### src/rtl/fp_pkg.sv
// Shared constants and FSM state type for the single-precision divider.
package fp_pkg;
  localparam int          EXP_BIAS  = 127;
  localparam int          MANT_W    = 23;
  localparam int          EXP_W     = 8;
  localparam logic [31:0] QNAN      = 32'h7FC0_0000;
  localparam logic [31:0] POS_INF   = 32'h7F80_0000;
  localparam int          DIV_ITERS = 25;

  typedef enum logic [1:0] {
    IDLE = 2'd0,
    NORM = 2'd1,
    DIV  = 2'd2,
    PACK = 2'd3
  } state_t;
endpackage

### src/rtl/fp_unpack.sv
// Splits an IEEE-754 single into sign, effective exponent and mantissa with hidden bit,
// and flags zero / infinity / NaN.
module fp_unpack
  import fp_pkg::*;
(
  input  logic [31:0]       val,
  output logic              sign,
  output logic [EXP_W-1:0]  expo,
  output logic [MANT_W:0]   mant,
  output logic              is_zero,
  output logic              is_inf,
  output logic              is_nan
);

  logic [EXP_W-1:0]  exp_f;
  logic [MANT_W-1:0] frac;

  assign sign  = val[31];
  assign exp_f = val[30:23];
  assign frac  = val[22:0];

  // Denormals use exponent 1 with a zero hidden bit.
  assign expo    = (exp_f == '0) ? EXP_W'(1) : exp_f;
  assign mant    = {(exp_f != '0), frac};
  assign is_zero = (exp_f == '0) && (frac == '0);
  assign is_inf  = (&exp_f) && (frac == '0);
  assign is_nan  = (&exp_f) && (frac != '0);

endmodule

### src/rtl/fp_divider.sv
// Multi-cycle IEEE-754 single-precision divider: capture, normalize denormals,
// 25-step restoring mantissa division, pack with truncation and flush-to-zero.
module fp_divider
  import fp_pkg::*;
(
  input  logic        clk,
  input  logic        reset,
  input  logic        start,
  input  logic [31:0] A,
  input  logic [31:0] B,
  output logic        busy,
  output logic        done,
  output logic [31:0] Output
);

  state_t state, state_n;

  logic              ua_sign, ub_sign, ua_zero, ub_zero, ua_inf, ub_inf, ua_nan, ub_nan;
  logic [EXP_W-1:0]  ua_exp, ub_exp;
  logic [MANT_W:0]   ua_mant, ub_mant;

  logic              sign_q, special_q;
  logic [31:0]       special_res;
  logic signed [9:0] ea, eb, ea_n, eb_n;
  logic [23:0]       ma, mb, ma_n, mb_n;
  logic [24:0]       rem, rem_sub, q;
  logic              q_bit;
  logic [4:0]        cnt;

  logic              res_sign, spec_hit;
  logic [31:0]       spec_val;
  logic signed [9:0] exp_w, exp_p;
  logic [22:0]       mant_p;
  logic [31:0]       packed_res;

  fp_unpack u_unpack_a (
    .val     (A),
    .sign    (ua_sign),
    .expo    (ua_exp),
    .mant    (ua_mant),
    .is_zero (ua_zero),
    .is_inf  (ua_inf),
    .is_nan  (ua_nan)
  );

  fp_unpack u_unpack_b (
    .val     (B),
    .sign    (ub_sign),
    .expo    (ub_exp),
    .mant    (ub_mant),
    .is_zero (ub_zero),
    .is_inf  (ub_inf),
    .is_nan  (ub_nan)
  );

  assign res_sign = ua_sign ^ ub_sign;

  always_comb begin
    spec_hit = 1'b1;
    spec_val = QNAN;
    if (ua_nan || ub_nan || (ua_zero && ub_zero) || (ua_inf && ub_inf))
      spec_val = QNAN;
    else if (ua_inf || ub_zero)
      spec_val = {res_sign, POS_INF[30:0]};
    else if (ua_zero || ub_inf)
      spec_val = {res_sign, 31'b0};
    else
      spec_hit = 1'b0;
  end

  // One normalizing shift per cycle for whichever mantissa still lacks bit 23.
  always_comb begin
    ma_n = ma;
    eb_n = eb;
    ea_n = ea;
    mb_n = mb;
    if (!ma[23]) begin
      ma_n = ma << 1;
      ea_n = ea - 10'sd1;
    end
    if (!mb[23]) begin
      mb_n = mb << 1;
      eb_n = eb - 10'sd1;
    end
  end

  always_comb begin
    q_bit   = (rem >= {1'b0, mb});
    rem_sub = q_bit ? (rem - {1'b0, mb}) : rem;
  end

  always_comb begin
    exp_w  = ea - eb + 10'(EXP_BIAS);
    exp_p  = q[24] ? exp_w : (exp_w - 10'sd1);
    mant_p = q[24] ? q[23:1] : q[22:0];
    if (exp_p >= 10'sd255)
      packed_res = {sign_q, POS_INF[30:0]};
    else if (exp_p <= 10'sd0)
      packed_res = {sign_q, 31'b0};
    else
      packed_res = {sign_q, exp_p[7:0], mant_p};
  end

  always_ff @(posedge clk or posedge reset) begin
    if (reset) state <= IDLE;
    else       state <= state_n;
  end

  always_comb begin
    state_n = state;
    busy    = (state != IDLE);
    case (state)
      IDLE: if (start) state_n = spec_hit ? PACK : NORM;
      NORM: if (ma_n[23] && mb_n[23]) state_n = DIV;
      DIV:  if (cnt == '0) state_n = PACK;
      PACK: state_n = IDLE;
      default: state_n = IDLE;
    endcase
  end

  always_ff @(posedge clk or posedge reset) begin
    if (reset) begin
      done        <= 1'b0;
      Output      <= '0;
      sign_q      <= 1'b0;
      special_q   <= 1'b0;
      special_res <= '0;
      ea          <= '0;
      eb          <= '0;
      ma          <= '0;
      mb          <= '0;
      rem         <= '0;
      q           <= '0;
      cnt         <= '0;
    end else begin
      done <= 1'b0;
      case (state)
        IDLE: if (start) begin
          sign_q      <= res_sign;
          special_q   <= spec_hit;
          special_res <= spec_val;
          ea          <= {2'b00, ua_exp};
          eb          <= {2'b00, ub_exp};
          ma          <= ua_mant;
          mb          <= ub_mant;
          cnt         <= '0;
        end
        NORM: begin
          ma <= ma_n;
          mb <= mb_n;
          ea <= ea_n;
          eb <= eb_n;
          if (ma_n[23] && mb_n[23]) begin
            rem <= {1'b0, ma_n};
            q   <= '0;
            cnt <= 5'(DIV_ITERS - 1);
          end
        end
        DIV: begin
          rem <= rem_sub << 1;
          q   <= {q[23:0], q_bit};
          if (cnt != '0) cnt <= cnt - 5'd1;
        end
        PACK: begin
          Output <= special_q ? special_res : packed_res;
          done   <= 1'b1;
        end
        default: ;
      endcase
    end
  end

endmodule

### config.mk
export PLATFORM = sky130hd
export DESIGN_NAME = fp_divider
export DESIGN_NICKNAME = d
export VERILOG_FILES = /design/src/rtl/fp_pkg.sv /design/src/rtl/fp_unpack.sv /design/src/rtl/fp_divider.sv
export SDC_FILE = /design/constraint.sdc
export NUM_CORES = 1
export LEC_CHECK = 0
export CAP_MARGIN = 20
export CORE_MARGIN = 3
export CORE_UTILIZATION = 54
export CTS_BUF_LIST = sky130_fd_sc_hd__clkbuf_8
export CTS_CLUSTER_DIAMETER = 40
export DETAILED_ROUTE_END_ITERATION = 6
export PLACE_DENSITY = 0.79
export SYNTH_ARGS = -nofsm -noshare
export SYNTH_HDL_FRONTEND = slang
export SYNTH_HIERARCHICAL = 1
export SYNTH_SLANG_ARGS = --single-unit
### constraint.sdc
create_clock -name clk -period 5.6 [get_ports clk]
set_clock_uncertainty 0.15 [all_clocks]
set_input_delay 1.12 -clock clk [delete_from_list [all_inputs] [get_ports clk]]
set_output_delay 1.12 -clock clk [all_outputs]
set_load 0.1 [all_outputs]
* Yosys cells after proc, flatten, opt, wreduce, memory -nomap -nowiden
Cells that the tools add are included.
** Storage, ports and cells
- Flip-flop bits (word level) :: 192
- Input port bits :: 67
- Output and inout port bits :: 34
- Word-level logic and storage cells :: 112
** Operators by class
- Add/sub/neg operators :: 7
- Magnitude comparators :: 3
- Equal/unequal tests :: 9
- Mux-type cells :: 40
- Bitwise logic cells :: 1
- Reduce and logical (&&, ||, !) cells :: 38
** Operators by type and width (count)
- $mux W32 :: 4
- $mux W24 :: 5
- $pmux W25 S2 :: 2
- $pmux W24 S2 :: 2
- $mux W31 :: 2
- $mux W10 :: 5
- $mux W25 :: 2
- $logic_not A23 Y1 :: 2
- $reduce_bool A23 Y1 :: 2
- $pmux W10 S2 :: 2
- $sub A10 B2 Y10 const B :: 3
- $ge A25 B24 Y1 :: 1
- $sub A24 B24 Y24 :: 1
- $mux W23 :: 1
- $logic_not A8 Y1 :: 2
- $mux W8 :: 2
- $reduce_and A8 Y1 :: 2
- $reduce_bool A8 Y1 :: 2
- $mux W5 :: 3
- $pmux W5 S3 :: 1
- $ne A2 B2 Y1 const B :: 6
- $add A10 B8 Y10 const B :: 1
- $ge A10 B9 Y1 const B :: 1
- $le A10 B1 Y1 const B :: 1
- other kinds (18) :: 43

* Logic depth before layout (Yosys ltp)
- Depth after elaboration :: 9
- Mapped depth :: 14
- Gate-level depth less buffers :: 13

* Cells and area by module
Netlist, hierarchy kept.
** Modules (own cells, without submodules)
- fp_divider :: times used 1, cells each 1070, area an instance 10137.2 um2, seq. area each 4078.9 um2
- fp_unpack :: times used 2, cells each 49, area an instance 320.3 um2, seq. area each 0.0 um2

* Worst setup path after synthesis
Ideal clock, no wire load.
- Path kind :: register to register
- From :: reg ea[1]
- To :: reg Output[0]
- Setup time :: 0.121 ns
- Arrival time :: 3.085 ns
- Required time :: 5.329 ns
- Slack :: 2.244 ns
- Cell stages (with the launch flop) :: 13
- Buffers on the path :: 1
- Period minus slack after synthesis :: 3.356 ns
- Cell sequence :: dfrtp_1 > ha_1 > ha_1 > fa_1 > nor4_4 > nand2_1 > a21oi_2 > nand2_2 > o22a_1 > mux2i_1 > nand4bb_4 > buf_6 > o2bb2ai_2
** Between the ends
- Word-level cells in the longest chain between the ends :: 8
- Elaborated cells between the ends (all ways) :: 9
- Classes of those cells :: add/sub: 3; order compare: 2; mux: 4
** RTL lines
- start: declaration :: line fp_divider.sv:24 : logic signed [9:0] ea, eb, ea_n, eb_n;
- start signal: assignment :: line fp_divider.sv:142 : ea <= {2'b00, ua_exp};
- start signal: assignment :: line fp_divider.sv:151 : ea <= ea_n;
- $sub A10 B10 Y10 * :: line fp_divider.sv:93 : exp_w = ea - eb + 10'(EXP_BIAS);
- $add A10 B8 Y10 * :: line fp_divider.sv:93
- $sub A10 B2 Y10 :: line fp_divider.sv:94 : exp_p = q[24] ? exp_w : (exp_w - 10'sd1);
- $mux W10 * :: line fp_divider.sv:94
- $le A10 B1 Y1 :: line fp_divider.sv:98 : else if (exp_p <= 10'sd0)
- $mux W31 :: line fp_divider.sv:98
- $mux W31 * :: line fp_divider.sv:96 : if (exp_p >= 10'sd255)
- $mux W32 * :: line fp_divider.sv:165 : Output <= special_q ? special_res : packed_res;
- end signal: assignment :: line fp_divider.sv:165
- end: declaration :: line fp_divider.sv:13 : output logic [31:0] Output
Mark *: on every way between the ends. The rest lies on a longest branch, timed or not.
A chain may end at the register's enable or synchronous reset.

* Worst setup path after layout
- From :: reg state[0]
- To :: out busy
** Between the ends
- Word-level cells in the longest chain between the ends :: 1
** RTL lines
- start: declaration :: line fp_divider.sv:16 : state_t state, state_n;
- start signal: assignment :: line fp_divider.sv:106 : else state <= state_n;
- $reduce_bool A2 Y1 :: line fp_divider.sv:111 : busy = (state != IDLE);
- end: declaration :: line fp_divider.sv:11 : output logic busy,
Every way passes these cells.

==> results.md <==
- Status: finished clean
- Hold WC Path Type: register to register
- Reg-to-Reg End: Output[21]$_DFFE_PP0P_
- CORE AREA: 0.0195 mm^2
- GR Overflow Total: 0
- Post-DP HPWL: 19100 um
- Via count: 9107
- Vias in the first global route: 8816
- FF-to-FF Start: eb[1]$_DFFE_PP0P_
- ANT nets after route: 0
- Top post-synthesis cells by area: dfrtp_1 (38%), ha_1 (5.9%), o22ai_1 (4.1%)
- Slew Limit Fails: 0
- Initial Utilization: 55.2%
- Worst-Margin Slew: 1.07 ns
- Clock share of power: 10.9%
- Relative slew slack: 28.4%
- Setup Fix Bufs, Post-CTS: 0
- CP delay by family, top: buffers and inverters
- Hold-fix buffers at CTS: 0
- DR pass1 iterations: 5
- DRC: 0
- Post-synth EDFFs: 0
- Input/output buffers: 100
- LEAKAGE: 4.94 nW
- Most Frequent Cell on Critical Path: inv_1
- Fin nets: 1286
- Initial antenna violation count: 0
- Number of cells on the worst hold path: 2
- Top-area cell type share of the netlist area: 37.8%
- R2R setup slack: 1.62 ns
- CP peak stage delay: 1.20 ns
- Clock Latency Late Sink: 0.48 ns
- Fin Hold WS: 0.350 ns
- Worst Hold Path EP: Output[24]$_DFFE_PP0P_
- Synth Register Bits: 163
- Place WS: 1.47 ns
- R2R cell count: 12
- Wire per inst: 18.4 um
- Post-synthesis sequential area ratio: 37.8%
- Top cell type by total area after synthesis: dfrtp_1
- Synth top cells by count: dfrtp_1 (163), a21oi_1 (84), nand2_1 (76)
- Setup violations, final: 0
- Clock buffer depth: 2
- CP bufs+invs: 3
- Critical path's slowest cell: clkdlybuf4s50_1
- Sw frac: 51.8%
- Net Switching: 4.39 mW
- Sequential Power Share: 23.5%
- Die H: 147 um
- Final period util: 71.5%
- Starting DRT DRC Count: 704
- Fin. Hold Viols: 0
- Root Buffer: clkbuf_8
- Ys async rst share: 100%
- Power per Cell Area: 708 mW/mm^2
- Gate power share: 65.5%
- Fraction of layout cells with a size suffix above 1: 9.33%
- Yosys warnings: 6
- Post-cts sizing count: 0
- Fin crit period: 4.00 ns
- Pin count of the biggest net entering global routing: 164
- Post-synth cell types: 83
- Int Pwr: 4.09 mW
- Clock Sinks: 163
- Gr usage total: 24.5%
- Placed cells: 1411
- CP Class: register to output pin
- Setup WS post-layout: 1.60 ns
- Antenna cells: 0
- Die Span X: 147 um
- Worst vdd ir: 0.521 mV
- Crit-path cells: inv_1, ha_1, inv_1, clkdlybuf4s50_1
- Max Cap Viol: 0
- Post-Syn Area: 0.0108 mm^2
- Post-Syn Nets: 1288
- DIE AREA: 0.0217 mm^2
- # IOs: 101
- CP endpoint kind: output pin
- Syn Inst Count: 1168
- Total Power: 8.47 mW
- Finished Layout Cells: 1444
- Synthesized area per cell: 9.23 um^2
- CTS H-tree depth: 4
- Top_reg_cell synth: dfrtp_1
- RSZ-0062 raised after global routing: false
- Worst-path fanout max: 8
- Setup Total Neg Slack: 0 ns
- CTS tree: built
- CTS Buf Count: 17
- Worst EP arrival: 2.73 ns
- Maximum clock frequency: 250 MHz
- Critical Path RT: 4.33 ns
- Via density: 6.31
- Hold path startpoint: Output[24]$_DFFE_PP0P_
- Critical path launch point type: register
- Final wirelength: 26600 um
- Reg clk slew, reported paths: 0.10 ns
- Filler cell count: 1685
- Synth-to-Final Area Change: 11.0%
- # rows: 51
- Global-route wire length before repair: 44000 um
- Count leader, synth: dfrtp_1
- Final GP Congestion: 0.938
per-stage QoR:
step	area (um^2)	util, %
CTS	11900	61.2
floorplan	10800	-
global route	12000	61.3
global placement	11500	59.0
finish	12000	61.3
detailed placement	11500	59.0
power by group through the flow:
stage	registers [mW]	logic [mW]	clock network [mW]
final	1.99	5.55	0.927
after global routing	2.04	6.10	0.992
after CTS	1.98	5.49	0.940
after detailed placement	2.00	5.45	0
after global placement	1.98	5.33	0
after floorplan	2.20	4.09	0
worst min-delay path, stage by stage (launching register included):
cell      delay, ns
dfrtp_1        0.36
nand2_1        0.05
o221ai_1       0.06
final cells by class:
cell class	instances	area [um^2]	area share, %
Multi-Input combinational cell	819	5810	48.6
Sequential cell	163	4080	34.1
Timing Repair Buffer	111	1100	9.23
Tap cell	265	332	2.77
Clock buffer	17	234	1.96
Inverter	54	206	1.73
Clock inverter	15	199	1.66
per-layer routing:
layer / share of wire, % / global-route usage (%) / vias to the layer above / routed length, um
li1: - / - / 4303 / -
met5: 0 / 0 / - / 0
met2: 50 / 41.8 / 298 / 13300
met3: 4.6 / 3.18 / 60 / 1220
met1: 42 / 31.8 / 4446 / 11300
met4: 3.2 / 9.60 / 0 / 865
worst max-delay path by stage:
stage	from	cells after the start	to	slack, ns
floorplan	ea[1]$_DFFE_PP0P_	12	Output[0]$_DFFE_PP0P_	2.24
global placement	start	8	eb[9]$_DFFE_PP0P_	1.57
detailed placement	start	8	eb[8]$_DFFE_PP0P_	1.47
CTS	state[0]$_DFFE_PP0P_	4	busy	1.57
global route	eb[1]$_DFFE_PP0P_	12	Output[21]$_DFFE_PP0P_	1.38
finish	state[0]$_DFFE_PP0P_	4	busy	1.60
kinds of logic after synthesis:
kind of cell,after synthesis,share of synthesized area (%)
simple gates,271,12.8
mux,51,4.95
buf+inv,186,8.44
xor+xnor,36,3.06
fa+ha+maj,53,6.29
flops,163,37.8
compound gates,408,26.6
flip-flops by register name, indices dropped and copies added, names as in the netlist:
signal	cells
cnt	5
eb	10
ma	24
state	2
mb	24
Output	32
done	1
sign_q	1
q	25
special_res	3
rem	25
ea	10
special_q	1
cell usage in the layout (no fill, tap or decap), drive strengths merged, types with 5 or more instances in the layout:
cell type      instances
o21ai                 63
o21a                   5
a22oi                 24
xor2                  12
buf                   11
xnor2                 24
a31oi                 19
nand3                 25
clkbuf                17
inv                   62
o221ai                 7
a211oi                 8
ha                    51
a21oi                 87
a21o                  16
nand4                 17
o22ai                 71
nor2                  63
mux2                  18
nand2                 77
clkdlybuf4s50        100
or2                    5
nor3                  18
nand2b                11
dfrtp                163
a22o                  30
o2bb2ai               22
nor4                  22
and2                   9
mux2i                 33
a211o                  5
o211ai                 9
a21boi                 7
(Power assumes the default switching activity.)
